==> config.mk <==
export PLATFORM = sky130hd
export DESIGN_NAME = coarse_ctl
export DESIGN_NICKNAME = d
export VERILOG_FILES = /design/src/rtl/coarse_pkg.sv /design/src/rtl/coarse_sw_decode.sv /design/src/rtl/coarse_ctl.sv
export SDC_FILE = /design/constraint.sdc
export NUM_CORES = 1
export LEC_CHECK = 0
export CAP_MARGIN = 0
export CORE_UTILIZATION = 58
export CTS_CLUSTER_SIZE = 16
export DETAILED_ROUTE_END_ITERATION = 16
export MAX_ROUTING_LAYER = met4
export PLACE_DENSITY = 0.86
export SYNTH_ARGS = -nofsm -noshare
export SYNTH_HDL_FRONTEND = slang
export SYNTH_SLANG_ARGS = --single-unit
==> constraint.sdc <==
create_clock -name clk -period 8.25 [get_ports clk]
set_input_delay 1.65 -clock clk [delete_from_list [all_inputs] [get_ports clk]]
set_output_delay 1.65 -clock clk [all_outputs]
set_load 0.01 [all_outputs]
==> src/rtl/coarse_pkg.sv <==
// Shared constants, types and the switch-decode function for the coarse
// summer/comparator controller.
package coarse_pkg;

    // Twelve switch drives; bit i of a switch vector is DC(i+1).
    localparam int N_SW = 12;

    localparam int DC9_IDX  = 8;
    localparam int DC10_IDX = 9;
    localparam int DC11_IDX = 10;
    localparam int DC12_IDX = 11;

    // Octant switch pairs among DC1..DC8. Octant 0 is {DC3, DC5}; each later
    // octant rotates the pair one switch position (45 deg) around the ring.
    localparam logic [7:0] COARSE_OCT_SW [0:7] = '{
        8'h14,  // oct 0: DC3, DC5
        8'h28,  // oct 1: DC4, DC6
        8'h50,  // oct 2: DC5, DC7
        8'hA0,  // oct 3: DC6, DC8
        8'h41,  // oct 4: DC7, DC1
        8'h82,  // oct 5: DC8, DC2
        8'h05,  // oct 6: DC1, DC3
        8'h0A   // oct 7: DC2, DC4
    };

    typedef enum logic {
        ST_SETTLE = 1'b0,
        ST_SAMPLE = 1'b1
    } coarse_state_e;

    // Active-high switch vector for counter bits [15:9].
    function automatic logic [N_SW-1:0] sw_decode(input logic [6:0] cnt_hi);
        logic [N_SW-1:0] sw;
        sw           = '0;
        sw[7:0]      = COARSE_OCT_SW[cnt_hi[6:4]];
        sw[DC9_IDX]  = ~cnt_hi[3];
        sw[DC10_IDX] = cnt_hi[2];
        sw[DC11_IDX] = cnt_hi[1];
        sw[DC12_IDX] = cnt_hi[0];
        return sw;
    endfunction

endpackage

==> src/rtl/coarse_sw_decode.sv <==
// Combinational decode of the counter's upper bits into the twelve
// active-high switch enables. The parent registers the result.
module coarse_sw_decode
    import coarse_pkg::*;
(
    input  logic [6:0]      cnt_hi,
    output logic [N_SW-1:0] sw
);

    // Pure table/bit decode; no state.
    always_comb begin
        sw = sw_decode(cnt_hi);
    end

endmodule

==> src/rtl/coarse_ctl.sv <==
// Coarse-system controller: owns the read counter, drives the resolver
// sum switches, and slews the counter until the comparators null.
module coarse_ctl
    import coarse_pkg::*;
#(
    parameter int SETTLE    = 8,
    parameter int STEP      = 64,
    parameter int ADHI_FILT = 4
) (
    input  logic        clk,
    input  logic        rst,
    input  logic        _TLC1H,
    input  logic        _TLC2H,
    input  logic        _ADHI,
    input  logic        fine_up,
    input  logic        fine_dn,
    input  logic        load,
    input  logic [15:0] load_val,
    output logic        _DC1,
    output logic        _DC2,
    output logic        _DC3,
    output logic        _DC4,
    output logic        _DC5,
    output logic        _DC6,
    output logic        _DC7,
    output logic        _DC8,
    output logic        _DC9,
    output logic        _DC10,
    output logic        _DC11,
    output logic        _DC12,
    output logic [15:0] cnt,
    output logic        cpulse_up,
    output logic        cpulse_dn,
    output logic        coarse_err,
    output logic        tlc_fault
);

    localparam int TW = (SETTLE > 2) ? $clog2(SETTLE) : 1;
    localparam int FW = $clog2(ADHI_FILT + 1);
    localparam logic [TW-1:0]   TIMER_LAST = TW'(SETTLE - 1);
    localparam logic [FW-1:0]   FILT_LAST  = FW'(ADHI_FILT - 1);
    localparam logic [N_SW-1:0] DC_N_RST   = ~sw_decode(7'd0);

    logic [1:0]      tlc1_sync, tlc2_sync, adhi_sync;
    logic [1:0]      prime;
    logic            primed;
    logic [N_SW-1:0] sw_next;
    logic [N_SW-1:0] dc_n_q;
    logic            dc_change;
    coarse_state_e   state, state_nxt;
    logic [TW-1:0]   timer;
    logic [FW-1:0]   filt;
    logic            do_sample;
    logic            lag, lead, adhi;
    logic            step_up, step_dn, both, nulled, flip, fine_ok;

    // Two-flop synchronizers; reset to the deasserted level of each input.
    always_ff @(posedge clk) begin
        // NOTE: sequential state uses non-blocking assignments so every flop
        // samples pre-edge values regardless of statement order.
        if (rst) begin
            tlc1_sync <= 2'b11;
            tlc2_sync <= 2'b11;
            adhi_sync <= 2'b00;
        end else begin
            tlc1_sync <= {tlc1_sync[0], _TLC1H};
            tlc2_sync <= {tlc2_sync[0], _TLC2H};
            adhi_sync <= {adhi_sync[0], _ADHI};
        end
    end

    assign lag  = ~tlc1_sync[1];
    assign lead = ~tlc2_sync[1];
    assign adhi = adhi_sync[1];

    // Hold the settle timer after reset until the sync and decode stages
    // carry post-reset data (two sync stages plus one decode register).
    always_ff @(posedge clk) begin
        if (rst)          prime <= 2'd0;
        else if (!primed) prime <= prime + 2'd1;
    end

    assign primed = (prime == 2'd3);

    coarse_sw_decode u_decode (
        .cnt_hi (cnt[15:9]),
        .sw     (sw_next)
    );

    assign dc_change = (~sw_next) != dc_n_q;

    // Registered active-low switch drives.
    always_ff @(posedge clk) begin
        if (rst) dc_n_q <= DC_N_RST;
        else     dc_n_q <= ~sw_next;
    end

    assign {_DC12, _DC11, _DC10, _DC9, _DC8, _DC7,
            _DC6,  _DC5,  _DC4,  _DC3, _DC2, _DC1} = dc_n_q;

    // FSM state register.
    always_ff @(posedge clk) begin
        if (rst) state <= ST_SETTLE;
        else     state <= state_nxt;
    end

    // FSM next state: settle until the timer expires, sample for one cycle.
    always_comb begin
        // NOTE: default first so no path leaves state_nxt unassigned (no latch).
        state_nxt = state;
        case (state)
            ST_SETTLE: if (primed && !dc_change && timer == TIMER_LAST) state_nxt = ST_SAMPLE;
            ST_SAMPLE: state_nxt = ST_SETTLE;
            default:   state_nxt = ST_SETTLE;
        endcase
        if (load) state_nxt = ST_SETTLE;
    end

    // FSM outputs.
    always_comb begin
        do_sample = (state == ST_SAMPLE);
    end

    // Settle timer; restarts on load, on a sample, and whenever the switch
    // drives are about to change.
    always_ff @(posedge clk) begin
        if (rst || load || dc_change || !primed || do_sample) timer <= '0;
        else if (timer != TIMER_LAST)                          timer <= timer + 1'b1;
    end

    // Sample outcome decode.
    always_comb begin
        step_up = do_sample && lag && !lead;
        step_dn = do_sample && lead && !lag;
        both    = lag && lead;
        nulled  = !lag && !lead;
        flip    = do_sample && nulled && adhi && (filt == FILT_LAST);
        fine_ok = !coarse_err && !step_up && !step_dn && !flip;
    end

    // Read counter: load, then coarse step or flip, then fine count.
    always_ff @(posedge clk) begin
        if (rst)                               cnt <= 16'h0000;
        else if (load)                         cnt <= load_val;
        else if (step_up)                      cnt <= cnt + 16'(STEP);
        else if (step_dn)                      cnt <= cnt - 16'(STEP);
        else if (flip)                         cnt <= cnt ^ 16'h8000;
        else if (fine_ok && fine_up && !fine_dn) cnt <= cnt + 16'd1;
        else if (fine_ok && fine_dn && !fine_up) cnt <= cnt - 16'd1;
    end

    // Sample status, step pulses and the ambiguity filter.
    always_ff @(posedge clk) begin
        if (rst || load) begin
            cpulse_up  <= 1'b0;
            cpulse_dn  <= 1'b0;
            coarse_err <= 1'b0;
            tlc_fault  <= 1'b0;
            filt       <= '0;
        end else begin
            cpulse_up <= step_up;
            cpulse_dn <= step_dn;
            if (do_sample) begin
                coarse_err <= !nulled;
                tlc_fault  <= both;
                if (nulled && adhi && !flip) filt <= filt + 1'b1;
                else                         filt <= '0;
            end
        end
    end

endmodule

==> results.md <==
- Post-synth cell types: 64
- Post-CTS Setup Inserts: 0
- Diode count: 0
- RePlAce Congestion: 0.906
- Fin area: 3920 sq um
- Final worst-path cycle share: 57.3%
- DRT antenna net count: 0
- Synth area leader: dfxtp_1
- Seq pwr share: between 40% and 50%
- Routed len/inst: 16.5 um
- Pwr Density: around 180 nW/um^2
- Cells after DPL: between 500 and 600
- Switch Pwr: 0.257 mW
- Final #Nets: 496
- Crit Path Max Fanout: 20
- F_max: 212 MHz
- Setup violators final: 0
- DRT iter0 DRCs: slightly below 300
- Core area: 5540 sq um
- Maximum vdd drop: around 0.00011 V
- H-tree Lvls: 2
- Initial antenna violation count: 0
- Initial Util: roughly three fifths
- Syn Area/Cell: just over 8 sq um
- Reg clk slew, reported paths: about 100 ps
- DRT Wirelength: roughly 8600 um
- Multi-input gate area: 2200 sq um
- Final Util: between 70% and 80%
- Vias: approximately 3300
- Vias in the first global route: between 3000 and 4000
- Int Power: 0.439 mW
- Hold Crit Class: flip-flop to flip-flop
- Worst setup startpoint: fine_dn
- First-pass GRT wire length: 14100 um
- Critical Path RT: between 8000 and 9000 ps
- Setup crit end kind: flip-flop
- RR Startpoint: filt[0]
- EDFF count, synth: 0
- Worst Tran Pin Value: roughly 1100 ps
- Synth Flop Type: dfxtp_1
- Filler cell count: between 400 and 500
- Tot GR Track Use: around 30%
- CTS root buffer: clkbuf_8
- Worst EP arrival: approximately 5000 ps
- Reg2reg setup slack: ~4300 ps
- CTS max path bufs: 2
- Synth Warn #: 0
- Cts hold-fix bufs: 0
- Reg area: 941 sq um
- Setup CP Type: input port to flip-flop
- Slew Viols, Final: 0
- Clk sinks: 47
- Min-delay src: tlc1_sync[0]
- IO Count: between 50 and 60
- Combinational power share: between 30 and 40%
- Register area share after synthesis: between 20 and 30%
- Detailed Place HPWL: approximately 6300 um
- Post-DP Area: 3840 sq um
- Post-route DRC violation count: 0
- Top cell type's share of synthesized area: between 20% and 30%
- Outcome: complete, no violations
- Post-Syn Nets: between 400 and 500
- Post-cts gate resize count: 0
- Leak pwr: between 1.5 and 2 nW
- Post-route setup slack: roughly 3500 ps
- Nature of the critical path startpoint: input port
- Site row count: 27
- Die area: around 6000 sq um
- RSZ-0062 raised after global routing: false
- Layout cells sized above 1: around 5.4%
- Clk network pwr share: just under 20%
- Pre-Repair DR Iteration Count: 5
- DP Worst Slack: 3240 ps
- Commonest non-fill, non-tap cell in the layout: clkdlybuf4s50_1
- Fin Clk Skew: roughly 17 ps
- CTS tree: yes
- Slew HR: slightly below 30%
- Die height: around 78 um
- Largest net degree at the start of global routing: 28
- Non-Filler Instances: roughly 520
- Area Overhead vs Synth: 16.8%
- Final Hold Viols: 0
- Port buffer count: 55
- Post-synth ARST share: 0%
- Total CTS buffers: 5
- DR vias/cell: ~6.4
- Yosys reg bits: 47
- Top post-synthesis cells by area: dfxtp_1 (28%), ha_1 (8.9%), a21oi_1 (5.4%)
- Crit path time final: about 4700 ps
- Post-synthesis instance area: about 3400 sq um
- Leading cell types in the layout, fill and taps excluded: clkdlybuf4s50_1 (55), dfxtp_1 (47), nand2_1 (39)
- Setup total negative slack: 0 ps
- Total gr overflow: 0
- Worst-Skew Late Latency: around 310 ps
- Die Wd: ~78 um
- Net Sw Frac: a little under two fifths
- Maxcap violations: 0
- Gate Count Post-Synth: around 410
## layer usage
layer | vias to the layer above | routed length [um] | track usage, %
li1 | 1588 | - | -
met1 | 1536 | 3570 | 35.5
met2 | 168 | 4190 | 51.1
met3 | 23 | 668 | 4.88
met4 | 0 | 161 | 10.7
met5 | - | 0 | -
## logic make-up after synthesis
family / Yosys count / share of synthesized area [%]
flip-flops: 47 / 28.0
AO/OA/AOI/OAI: 123 / 24.9
adder cells (fa/ha/maj): 25 / 9.53
multiplexers: 11 / 3.80
AND/OR/NAND/NOR: 140 / 20.7
XOR/XNOR: 25 / 6.52
buffers and inverters: 35 / 6.55
## cell usage after synthesis (all sizes together), types with 6 or more instances
library cell / n
dfxtp: 47
nand2: 39
a21oi: 36
nor2: 33
ha: 24
o21ai: 18
clkbuf: 15
nor3: 15
xor2: 14
inv: 11
xnor2: 11
nand3: 10
buf: 8
o211ai: 8
a31oi: 7
nor2b: 7
a211oi: 6
a21o: 6
mux2i: 6
## final timing paths
path	endpoint	depth (start not counted)
max	cnt[15]	11
min	tlc1_sync[1]	1
max reg2reg	cnt[15]	13
min reg2reg	tlc1_sync[1]	1
## registers in the layout, summed over array words and instances, names as in the netlist
| signal | cells |
|---|---|
| tlc2_sync | 2 |
| tlc1_sync | 2 |
| adhi_sync | 2 |
| cpulse_dn | 1 |
| cpulse_up | 1 |
| do_sample | 1 |
| prime | 2 |
| tlc_fault | 1 |
| cnt | 16 |
| filt | 3 |
| dc_n_q | 12 |
| coarse_err | 1 |
| timer | 3 |
## power groups by stage
stage          Clock (mW)  Sequential [mW]  Combinational (mW)
2_1_floorplan           0            0.279               0.196
3_3_place_gp            0            0.292               0.260
5_1_grt             0.146            0.293               0.300
3_5_place_dp            0            0.293               0.266
6_report            0.137            0.288               0.270
4_1_cts             0.138            0.287               0.268
## final cells by class
cell class,count,area share (%)
Timing Repair Buffer,57,14.4
Inverter,12,1.15
Sequential cell,47,24.0
Multi-Input combinational cell,324,56.1
Clock inverter,2,0.351
Clock buffer,5,1.75
Tap cell,72,2.30
## stage by stage
stage	power (mW)	hold WS [ps]
floorplan	0.475	389
detailed placement	0.558	398
CTS	0.693	418
finish	0.696	414
global placement	0.552	393
global route	0.738	430
## worst max-delay path, stage by stage
cell	delay, ps
clkdlybuf4s50_1	430
nand2b_1	160
nor3_1	280
inv_1	410
ha_1	570
nand2_1	120
nor4_2	440
o21ai_0	260
a21oi_1	260
mux2i_1	240
nand4_1	100
No activity file was read; power rests on OpenSTA's default activity.
